### src/rtl/kuznechik_pkg.sv
// Shared types and constants for the Kuznechik block feeder.
package kuznechik_pkg;

  typedef logic [127:0] block_t;

  localparam int BLOCK_BYTES = 16;

  typedef enum logic [1:0] {
    COLLECT = 2'd0,
    ISSUE   = 2'd1,
    WAIT    = 2'd2,
    OUT     = 2'd3
  } feeder_state_t;

endpackage

### src/rtl/kuznechik_byte_packer.sv
// Byte-to-block packer: holds the 16-byte block buffer and the write index.
// Byte 0 lands in [127:120], byte 15 in [7:0]; unused slots keep PAD_BYTE.
module kuznechik_byte_packer
  import kuznechik_pkg::*;
#(
  parameter logic [7:0] PAD_BYTE = 8'h00
) (
  input  logic       clk,
  input  logic       srst,
  input  logic       wr_en,
  input  logic [7:0] wr_byte,
  input  logic       clear,
  output block_t     block,
  output logic [3:0] idx
);

  logic [7:0] slot_reg [BLOCK_BYTES];
  logic [3:0] idx_reg;

  // Buffer slots: preset to the pad value on reset/clear, else write the addressed slot.
  always_ff @(posedge clk) begin
    if (srst || clear) begin
      for (int i = 0; i < BLOCK_BYTES; i++) begin
        slot_reg[i] <= PAD_BYTE;
      end
    end else if (wr_en) begin
      slot_reg[idx_reg] <= wr_byte;
    end
  end

  // Write index: restarts at slot 0 for every new block.
  always_ff @(posedge clk) begin
    if (srst || clear) begin
      idx_reg <= 4'd0;
    end else if (wr_en) begin
      idx_reg <= idx_reg + 4'd1;
    end
  end

  // Big-endian slot mapping onto the 128-bit block.
  for (genvar gi = 0; gi < BLOCK_BYTES; gi++) begin : g_slot_map
    assign block[127-8*gi -: 8] = slot_reg[gi];
  end

  assign idx = idx_reg;

endmodule

### src/rtl/kuznechik_block_feeder.sv
// Front-end for kuznechik_cipher: packs bytes into padded 128-bit blocks,
// runs the request/busy/valid/ack handshake, and presents the result on a
// valid/ready output. One block in flight at a time.
module kuznechik_block_feeder
  import kuznechik_pkg::*;
#(
  parameter logic [7:0] PAD_BYTE = 8'h00,
  parameter int         CNT_W    = 16
) (
  input  logic             clk_i,
  input  logic             rst_i,
  input  logic [7:0]       s_data_i,
  input  logic             s_valid_i,
  input  logic             s_last_i,
  output logic             s_ready_o,
  output logic [127:0]     cph_data_o,
  output logic             cph_request_o,
  output logic             cph_ack_o,
  input  logic [127:0]     cph_data_i,
  input  logic             cph_valid_i,
  input  logic             cph_busy_i,
  output logic [127:0]     m_data_o,
  output logic             m_last_o,
  output logic             m_valid_o,
  input  logic             m_ready_i,
  output logic [CNT_W-1:0] blk_cnt_o
);

  feeder_state_t    state_reg;
  logic             request_reg;
  logic             ack_reg;
  logic             m_valid_reg;
  logic             m_last_reg;
  block_t           m_data_reg;
  logic [CNT_W-1:0] blk_cnt_reg;

  logic   accept;
  logic   clear;
  logic   closing;
  block_t block;
  logic [3:0] idx;

  assign s_ready_o = (state_reg == COLLECT);
  assign accept    = s_valid_i && s_ready_o;
  assign closing   = (idx == 4'd15) || s_last_i;
  // Output handshake completes the block: buffer goes back to all-pad.
  assign clear     = (state_reg == OUT) && m_ready_i;

  kuznechik_byte_packer #(
    .PAD_BYTE(PAD_BYTE)
  ) u_packer (
    .clk    (clk_i),
    .srst   (rst_i),
    .wr_en  (accept),
    .wr_byte(s_data_i),
    .clear  (clear),
    .block  (block),
    .idx    (idx)
  );

  // Feeder FSM with registered handshake pulses and output block register.
  always_ff @(posedge clk_i) begin
    if (rst_i) begin
      state_reg   <= COLLECT;
      request_reg <= 1'b0;
      ack_reg     <= 1'b0;
      m_valid_reg <= 1'b0;
      m_last_reg  <= 1'b0;
      m_data_reg  <= '0;
      blk_cnt_reg <= '0;
    end else begin
      request_reg <= 1'b0;
      ack_reg     <= 1'b0;
      case (state_reg)
        COLLECT: begin
          if (accept && closing) begin
            m_last_reg <= s_last_i;
            state_reg  <= ISSUE;
          end
        end
        ISSUE: begin
          if (!cph_busy_i) begin
            request_reg <= 1'b1;
            state_reg   <= WAIT;
          end
        end
        WAIT: begin
          if (cph_valid_i) begin
            m_data_reg  <= cph_data_i;
            ack_reg     <= 1'b1;
            m_valid_reg <= 1'b1;
            state_reg   <= OUT;
          end
        end
        OUT: begin
          if (m_ready_i) begin
            m_valid_reg <= 1'b0;
            blk_cnt_reg <= blk_cnt_reg + {{(CNT_W-1){1'b0}}, 1'b1};
            state_reg   <= COLLECT;
          end
        end
        default: state_reg <= COLLECT;
      endcase
    end
  end

  assign cph_data_o    = block;
  assign cph_request_o = request_reg;
  assign cph_ack_o     = ack_reg;
  assign m_data_o      = m_data_reg;
  assign m_last_o      = m_last_reg;
  assign m_valid_o     = m_valid_reg;
  assign blk_cnt_o     = blk_cnt_reg;

endmodule

### config.mk
export PLATFORM = sky130hd
export DESIGN_NAME = kuznechik_block_feeder
export DESIGN_NICKNAME = d
export VERILOG_FILES = /design/src/rtl/kuznechik_pkg.sv /design/src/rtl/kuznechik_byte_packer.sv /design/src/rtl/kuznechik_block_feeder.sv
export SDC_FILE = /design/constraint.sdc
export NUM_CORES = 1
export LEC_CHECK = 0
export ABC_AREA = 1
export BUFFER_PORTS_ARGS = -buffer_cell sky130_fd_sc_hd__buf_2
export CAP_MARGIN = 5
export CORE_AREA = 2 2 162 164
export DETAILED_ROUTE_END_ITERATION = 10
export DIE_AREA = 0 0 164 166
export GPL_TIMING_DRIVEN = 0
export PLACE_DENSITY = 0.69
export SYNTH_ARGS = -nofsm -noshare
export SYNTH_HDL_FRONTEND = slang
export SYNTH_SLANG_ARGS = --single-unit
### constraint.sdc
create_clock -name clk_i -period 4.55 [get_ports clk_i]
set_clock_uncertainty 0.2 [all_clocks]
set_input_delay 0.2275 -clock clk_i [delete_from_list [all_inputs] [get_ports clk_i]]
set_output_delay 0.2275 -clock clk_i [all_outputs]
set_load 0.01 [all_outputs]
# Yosys cells after proc, flatten, opt, wreduce, memory -nomap -nowiden
# Memory sizes are Yosys's and may differ from the RTL's.
# Cells that the tools add are included.
# W data, S select, Z words.
# op_classes
n_addsub	2
mul	0
div_mod_pow	0
n_lt_le_gt_ge	0
eq_ne	8
shifts	0
n_mux	18
bitwise_logic	2
n_reduce_logical	15
# op_table
op	count
$add A16 B1 Y16 const B	1
$mux W1	10
$mux W2	4
$mux W8	1
$pmux W2 S4	1
$reduce_or A8 Y1	1
$ne A2 B2 Y1 const B	3
$reduce_and A2 Y1	3
$add A4 B1 Y4 const B	1
$eq A2 B2 Y1 const B	2
$eq A4 B4 Y1 const B	1
$mux W4	1
$reduce_and A4 Y1	1
$reduce_or A2 Y1	2
$logic_and A1 B1 Y1	3
$reduce_and A3 Y1	1
$eq A2 B1 Y1 const B	1
$logic_not A2 Y1	1
$logic_or A1 B1 Y1	2
$ne A2 B1 Y1 const B	1
$not A1 Y1	2
$pmux W1 S2	1
$reduce_bool A2 Y1	1
# totals
register_bits	154
latch_bits	0
ramBits	128
mem_bits_ro	0
in_bits	143
output_inout_bits	277
elab_cells	54
n_memories	1
# mem_list
name	words	width	rd	rd_clocked_by_memory_dff	write_ports	line	text
u_packer.slot_reg	16	8	16	0	16	kuznechik_byte_packer.sv:17	logic [7:0] slot_reg [BLOCK_BYTES];

# Logic depth before layout (Yosys ltp)
# Gate-level depths: netlist of the first run.
# logic_depth
ltp_word	7
mapped_depth	10
mapped_depth_nobuf	10

# By module
# Synthesis of the first run repeated with hierarchy kept, for this count alone.
# unflattened
hier_cells	1079
hier_area_um2	10730.3
# modules_own_cells
module	instances	cells_each	area_each_um2	seq_area_each_um2
kuznechik_block_feeder	1	728	5529.1	3002.9
kuznechik_byte_packer	1	351	5201.2	3923.8

# Worst setup path before layout of the first run
# OpenSTA, ideal clock, no wires.
# synth_timing
path_type	reg-to-reg
start	register state_reg[0]
end	memory u_packer.slot_reg[8][0], enable pin
setup_time_ns	0.329
arrival_time_ns	1.578
t_required_ns	4.021
slack_ns	2.443
path_stages_with_launch	9
n_path_buf	0
period_less_slack_ns	2.107
path_cell_list	dfxtp_1 -> inv_1 -> ha_1 -> nand2_1 -> inv_1 -> nand2_1 -> nor2_4 -> nand2_2 -> nand2_1
# synth_rtl
element	line	text
start: declaration	kuznechik_block_feeder.sv:29	feeder_state_t state_reg;
start signal: assignment	kuznechik_block_feeder.sv:64	state_reg <= COLLECT;
start signal: assignment	kuznechik_block_feeder.sv:78	state_reg <= ISSUE;
start signal: assignment	kuznechik_block_feeder.sv:84	state_reg <= WAIT;
end: declaration	kuznechik_byte_packer.sv:17	

==> results.sh, run 1 <==
export IMPL_core_area_um2=25600
export IMPL_fp_dieArea_um2=27200
export IMPL_critical_path_cell_chain="ha_1 > nand2_2 > inv_1 > nor2_4 > buf_2 > nand3_1 > nand2_1"
export IMPL_endpoint="u_packer.slot_reg[3][2]$_SDFFCE_PN0P_"
export IMPL_slowest_stage="nand2_1"
export IMPL_crit_required_ns=4.57
export IMPL_post_cts_setup_buffers=0
export IMPL_peakVddDrop_mv=0.358
export IMPL_crit_path_max_incr_delay_ns=0.41
export IMPL_crit_fanout=10
export IMPL_cts_htree_levels=1
export IMPL_syn_nets=1214
export IMPL_vias=9695
export IMPL_critPathCaptureType="register"
export IMPL_antenna_found_initial=1
export IMPL_worstRegToRegCells=7
export IMPL_ys_flop_type="dfxtp_1"
export IMPL_synth_xor_area_frac=0.00256
export IMPL_overflow=0
export IMPL_grt_usage=0.241
export IMPL_drtPass1Iterations=5
export IMPL_cts_root_buf="clkbuf_16"
export IMPL_slew_viol_final=0
export IMPL_clock_latency_ns=0.55
export IMPL_synth_simple_area_share=0.200
export IMPL_gp_congestion=0.865
export IMPL_hold_violations=0
export IMPL_ys_types=23
export IMPL_die_x_um=164
export IMPL_synth_top_family_by_area="simple AND/OR/NAND/NOR gates"
export IMPL_arrival_ns=2.58
export IMPL_synth_area_um2=10300
export IMPL_critical_path_class="register to register"
export IMPL_met3_length_um=2850
export IMPL_synthTopCellsByArea="edfxtp_1 (37%), dfxtp_1 (30%), nor2_1 (15%), o21ai_0 (6.7%), nand2_1 (2.2%)"
export IMPL_drive_gt1_frac=0.291
export IMPL_place_port_buffers=418
export IMPL_setup_viol=0
export IMPL_fin_crit_ns=2.56
export IMPL_dr_wl_met2_um=16700
export IMPL_powerDensity_nw_per_um2=440
export IMPL_slew_headroom=0.516
export IMPL_syn_area_per_cell_um2=9.67
export IMPL_p_leak_nw=6.87
export IMPL_yosysMostFrequentCell="nor2_1"
export IMPL_final_antenna_net_count=0
export IMPL_clockBufferDepth=3
export IMPL_finalSetupTns_ns=0
export IMPL_r2r_start="state_reg[0]$_SDFFE_PP0P_"
export IMPL_synth_compound_area_frac=0.0731
export IMPL_dpl_cell_count=1814
export IMPL_start_kind="register"
export IMPL_drc=0
export IMPL_yosysTopAreaCell="edfxtp_1"
export IMPL_wirelength_um=33700
export IMPL_synthMuxAreaShare=0
export IMPL_cts_sinks=282
export IMPL_synthAdderAreaFrac=0.0122
export IMPL_final_period_utilization=0.562
export IMPL_grt_max_degree=15
export IMPL_synth_edf_count=128
export IMPL_crit_family="simple AND/OR/NAND/NOR gates"
export IMPL_top_layer="met4"
export IMPL_hold_path_class="input pin to register"
export IMPL_ys_seq_elements=282
export IMPL_status="finished clean"
export IMPL_cp_num_buf_inv=2
export IMPL_fill_cells=2127
export IMPL_worst_pin_slew_ns=0.726
export IMPL_cts_buffers=28
export IMPL_ios=420
export IMPL_rows=59
export IMPL_regToRegSetupSlack_ns=1.99
export IMPL_vias_per_cell=4.82
export IMPL_seq_area_um2=6930
export IMPL_multi_input_area_um2=2950
export IMPL_cts_clk_slew_worst_paths_ns=0.07
export IMPL_hpwlAfterDp_um=23200
export IMPL_rsz0062_at_grt="false"
export IMPL_critPathLaunch="state_reg[0]$_SDFFE_PP0P_"
export IMPL_cts_tree="built"
export IMPL_max_cap_violations=0
export IMPL_wire_per_inst_um=16.8
export IMPL_yosys_warnings=0
export IMPL_syn_inst=1061
export IMPL_grt_pass1_wl_um=51000
export IMPL_grt_pass1_vias=9437
export IMPL_synth_common_cells="nor2_1 (420), dfxtp_1 (154), o21ai_0 (137)"
export IMPL_r2r_end="u_packer.slot_reg[3][2]$_SDFFCE_PN0P_"
export IMPL_initial_core_util=0.400
export IMPL_layoutNonFillerInstCount=2010
export IMPL_drtIter0Drc=787
export IMPL_drt_met1_wl_um=12100
export IMPL_final_nets=1804
export IMPL_clock_fmax_mhz=391
export IMPL_cp_depth=7
export IMPL_area_delta_synth_final_pct=46.6
export IMPL_die_h_um=166
export IMPL_synth_top_area_share=0.375
export IMPL_seq_area_frac_synth=0.675
export IMPL_async_flop_share=0
-- tightest hold or removal path, stage by stage --
cell and delay, ns:
buf_2 0.11, inv_1 0.04, nand2_1 0.04, o21ai_0 0.10
o21ai_0 0.09, o21ai_0 0.13
-- repair_timing --
item,CTS,global route
hold buffers,142,0
resized for setup,0,0
hold endpoints to repair,193,0
-- stage by stage --
step                      setup slack [ns]  total power [W]  hold slack [ns]  cell area [um^2]   util
final                                 1.99          0.00662           0.0321             15000  0.587
after global placement                1.99          0.00435            0.255             12800  0.498
after detailed placement              1.94          0.00439            0.250             12800  0.498
after floorplan                       2.44          0.00383           0.0992             10300      -
after global routing                  1.77          0.00694           0.0875             15000  0.587
after CTS                             1.94          0.00662           0.0244             15000  0.587
-- layer usage --
| layer | GRT usage | vias to the layer above |
|---|---|---|
| li1 | - | 4632 |
| met1 | 0.266 | 4394 |
| met2 | 0.434 | 556 |
| met3 | 0.0467 | 113 |
| met4 | 0.129 | 0 |
| met5 | 0 | - |
-- power breakdown --
group / switching, W / internal [W]
registers: 0.000145 / 0.00296
clock network: 0.00100 / 0.00115
logic: 0.000834 / 0.000531
-- final cells by class --
type / count / area share
flip-flops and latches: 282 / 0.461
repair buffers: 560 / 0.234
multi-input cells: 680 / 0.196
clock buffers: 33 / 0.0485
well taps: 335 / 0.0279
plain buffers: 54 / 0.0142
inverters: 45 / 0.0112
clock inverters: 19 / 0.00757
diodes: 2 / 0.000333
-- worst min path at each step --
stage          depth (start not counted)                       from                   endpoint  slack, ns
5_1_grt                                7                cph_valid_i  state_reg[1]$_SDFFE_PP0P_       0.09
4_1_cts                                6                cph_valid_i     m_valid_o$_SDFFE_PP0P_       0.02
2_1_floorplan                          1                 cph_busy_i   cph_request_o$_SDFF_PP0_        0.1
3_3_place_gp                           2  blk_cnt_o[6]$_SDFFE_PP0P_  blk_cnt_o[6]$_SDFFE_PP0P_       0.25
3_5_place_dp                           2                 cph_busy_i   cph_request_o$_SDFF_PP0_       0.25
6_report                               6                cph_valid_i     m_valid_o$_SDFFE_PP0P_       0.03
-- layout by cell type, fill, tap and decap left out --
cell,synthesis,layout
clkbuf_1,44,48
dlygate4sd3_1,0,142
clkinv_2,0,6
nand2_1,60,60
clkinv_8,0,1
inv_6,0,2
clkinvlp_4,0,1
nor3_1,3,3
ha_1,10,10
diode_2,0,2
clkbuf_16,0,28
nand2_2,13,13
nand3_2,1,1
a31oi_1,1,1
xor2_1,3,3
inv_1,45,45
nor2_2,1,1
clkinv_1,0,5
buf_4,1,1
a21oi_1,10,10
nor2_1,420,420
dfxtp_1,154,154
o21ai_0,137,137
clkbuf_8,0,1
nand3_1,10,10
nor2_4,4,4
nand4_1,5,5
clkinv_4,0,1
nor4_1,1,1
edfxtp_1,128,128
clkinvlp_2,0,3
buf_2,6,424
a211oi_1,1,1
buf_1,3,3
-- cell families after synthesis --
| kind of cell | count (synthesis) |
|---|---|
| buffers and inverters | 99 |
| xor gates and xnor gates | 3 |
| AOI/OAI and AO/OA | 149 |
| adders and majority gates | 10 |
| DFF | 282 |
| and+or+nand+nor | 518 |
Note: power is estimated with default switching activity, not from simulation.
==> inputs of run 2 (changes only) <==
- ABC_AREA: 1 -> 0
- CORE_AREA: 2 2 162 164 -> 2 2 163 165
- DIE_AREA: 0 0 164 166 -> 0 0 165 167
- PLACE_DENSITY: 0.69 -> 0.68
- clock period: 4.55 -> 2.37 ns (I/O delays scaled with it)
==> run 2 against run 1 <==
  * Non-clock buffer count up 27
  * Combinational power up 66%
  * Synthesized cell count down 2.2%
==> results.sh, run 2 <==
export IMPL_status="finished clean"
export IMPL_synthTopCellsByArea="edfxtp_1 (37%), dfxtp_1 (30%), nand2_1 (11%), a21oi_1 (6.6%), nor2_1 (5.6%)"
export IMPL_seq_area_frac_synth=0.675
export IMPL_worst_pin_slew_ns=0.710
export IMPL_antenna_cells=0
export IMPL_dp_slack_ns=-0.783
export IMPL_grt_pass1_wl_um=54100
export IMPL_synth_area_um2=10300
export IMPL_fin_crit_ns=2.25
export IMPL_drtIter0Drc=912
export IMPL_final_period_utilization=0.951
export IMPL_cts_root_buf="clkbuf_16"
export IMPL_crit_path_max_incr_delay_ns=0.42
export IMPL_drtPass1Iterations=6
export IMPL_layoutNonFillerInstCount=1999
export IMPL_die_x_um=165
export IMPL_hold_violations=0
export IMPL_final_nets=1798
export IMPL_final_common_cell="buf_2"
export IMPL_ys_seq_elements=282
export IMPL_slowest_stage="clkbuf_1"
export IMPL_regToRegSetupSlack_ns=0.12
export IMPL_vias=9943
export IMPL_yosys_warnings=0
export IMPL_final_cell_area_um2=15600
export IMPL_peakVddDrop_mv=0.615
export IMPL_yosysTopAreaCell="edfxtp_1"
export IMPL_dpl_cell_count=1791
export IMPL_critical_path_cell_chain="inv_1 > ha_1 > and2_1 > clkbuf_2 > clkbuf_1 > nand2_1 > a21oi_1"
export IMPL_clock_fmax_mhz=444
export IMPL_cts_tree="built"
export IMPL_final_antenna_net_count=0
export IMPL_synth_common_cells="nand2_1 (305), dfxtp_1 (154), nor2_1 (153)"
export IMPL_p_leak_nw=6.64
export IMPL_slew_headroom=0.527
export IMPL_synth_edf_count=128
export IMPL_place_port_buffers=418
export IMPL_arrival_ns=2.49
export IMPL_area_delta_synth_final_pct=52.3
export IMPL_grt_usage=0.249
export IMPL_multi_input_area_um2=3280
export IMPL_rows=59
export IMPL_crit_fanout=10
export IMPL_drive_gt1_frac=0.311
export IMPL_yosysMostFrequentCell="nand2_1"
export IMPL_hpwlAfterDp_um=24200
export IMPL_die_h_um=167
export IMPL_antenna_found_initial=1
export IMPL_start_kind="register"
export IMPL_seq_area_um2=6930
export IMPL_min_from="cph_busy_i"
export IMPL_syn_inst=1038
export IMPL_r2r_start="state_reg[0]$_SDFFE_PP0P_"
export IMPL_final_cell_mix="buf_2 (419), nand2_1 (301), dfxtp_1 (154)"
export IMPL_cts_buffers=29
export IMPL_finalSetupTns_ns=0
export IMPL_place_area_um2=12800
export IMPL_core_area_um2=25800
export IMPL_critical_path_class="register to register"
export IMPL_overflow=0
export IMPL_drc=0
export IMPL_critPathLaunch="state_reg[0]$_SDFFE_PP0P_"
export IMPL_critPathCaptureType="register"
export IMPL_fp_dieArea_um2=27600
export IMPL_cts_clk_slew_worst_paths_ns=0.06
export IMPL_ios=420
export IMPL_initial_core_util=0.399
export IMPL_setup_viol=0
export IMPL_clock_latency_ns=0.54
export IMPL_clockBufferDepth=3
export IMPL_hold_path_class="input pin to register"
export IMPL_ys_flop_type="dfxtp_1"
export IMPL_gp_congestion=0.849
export IMPL_wire_per_inst_um=17.8
export IMPL_powerDensity_nw_per_um2=801
export IMPL_async_flop_share=0
export IMPL_max_cap_violations=0
export IMPL_synth_top_area_share=0.374
export IMPL_rsz0062_at_grt="true"
export IMPL_cts_sinks=282
export IMPL_setup_slack_ns=0.116
export IMPL_cts_htree_levels=1
export IMPL_crit_required_ns=2.61
export IMPL_syn_nets=1191
export IMPL_syn_area_per_cell_um2=9.89
export IMPL_wirelength_um=35500
export IMPL_grt_pass1_vias=10100
export IMPL_vias_per_cell=4.97
export IMPL_slew_viol_final=0
export IMPL_fill_cells=2051
export IMPL_ys_types=37
export IMPL_grt_max_degree=14
## run 2: cell types whose count changed in the layout (fill, tap and decap cells not counted), sizes merged, moves of 5 or more
cell | before | now
clkbuf | 77 | 94
nor2 | 425 | 153
dlygate4sd3 | 142 | 147
nand2 | 73 | 306
clkinv | 13 | 5
o21ai | 137 | 18
buf | 428 | 441
xnor2 | 0 | 7
inv | 47 | 6
a21oi | 10 | 135
## run 2: final timing paths
kind                                                   to  cells past startpoint
worst max-delay path            m_data_o[81]$_SDFFE_PP0P_                      7
worst max register to register  m_data_o[81]$_SDFFE_PP0P_                      7
worst min register to register  m_data_o[43]$_SDFFE_PP0P_                      2
worst min-delay path             cph_request_o$_SDFF_PP0_                      3
## run 2: per-layer routing
metal / GRT usage / wire length (um)
met1: 0.290 / 13100
met2: 0.432 / 17600
met3: 0.0498 / 2830
met4: 0.125 / 1930
met5: 0 / 11
## run 2: critical path: cells and delay by family (launching register included)
kind | cells | cell delay [ns]
buf+inv | 3 | 0.83
flops | 1 | 0.34
simple gates | 2 | 0.31
compound gates | 1 | 0.24
fa+ha+maj | 1 | 0.22
## run 2: power breakdown
part	switching (W)	leakage [nW]	internal, W
logic	0.00136	3.61	0.000897
clock network	0.00184	0.455	0.00273
registers	0.000194	2.57	0.00550
## run 2: final cells by class
cell class / instances / share of cell area
buffer: 65 / 0.0180
clock buffer: 41 / 0.0506
clock inverter: 9 / 0.00912
inverter: 6 / 0.00144
multi-input combinational: 685 / 0.210
sequential: 282 / 0.443
tap: 335 / 0.0268
timing repair buffer: 576 / 0.241
## run 2: metrics by stage
step | power, W | hold slack, ns | util
2_1_floorplan | 0.00675 | -0.00535 | -
3_3_place_gp | 0.00757 | 0.110 | 0.496
3_5_place_dp | 0.00762 | 0.108 | 0.496
4_1_cts | 0.0125 | 0.117 | 0.604
5_1_grt | 0.0130 | 0.157 | 0.607
6_report | 0.0125 | 0.138 | 0.607
## run 2: kinds of logic after synthesis
logic type / share of synthesized area
simple gates: 0.193
flops: 0.675
compound gates: 0.0791
buf+inv: 0.0268
xor+xnor: 0.0119
fa+ha+maj: 0.0122
mux: 0.00219
## run 2: timing repair
item | 4_1_cts | 5_1_grt
setup buffers | 9 | 2
pin swaps | 10 | 3
setup endpoints to repair | 170 | 317
hold endpoints to repair | 271 | 0
gates resized for setup | 60 | 22
hold buffers | 147 | 0
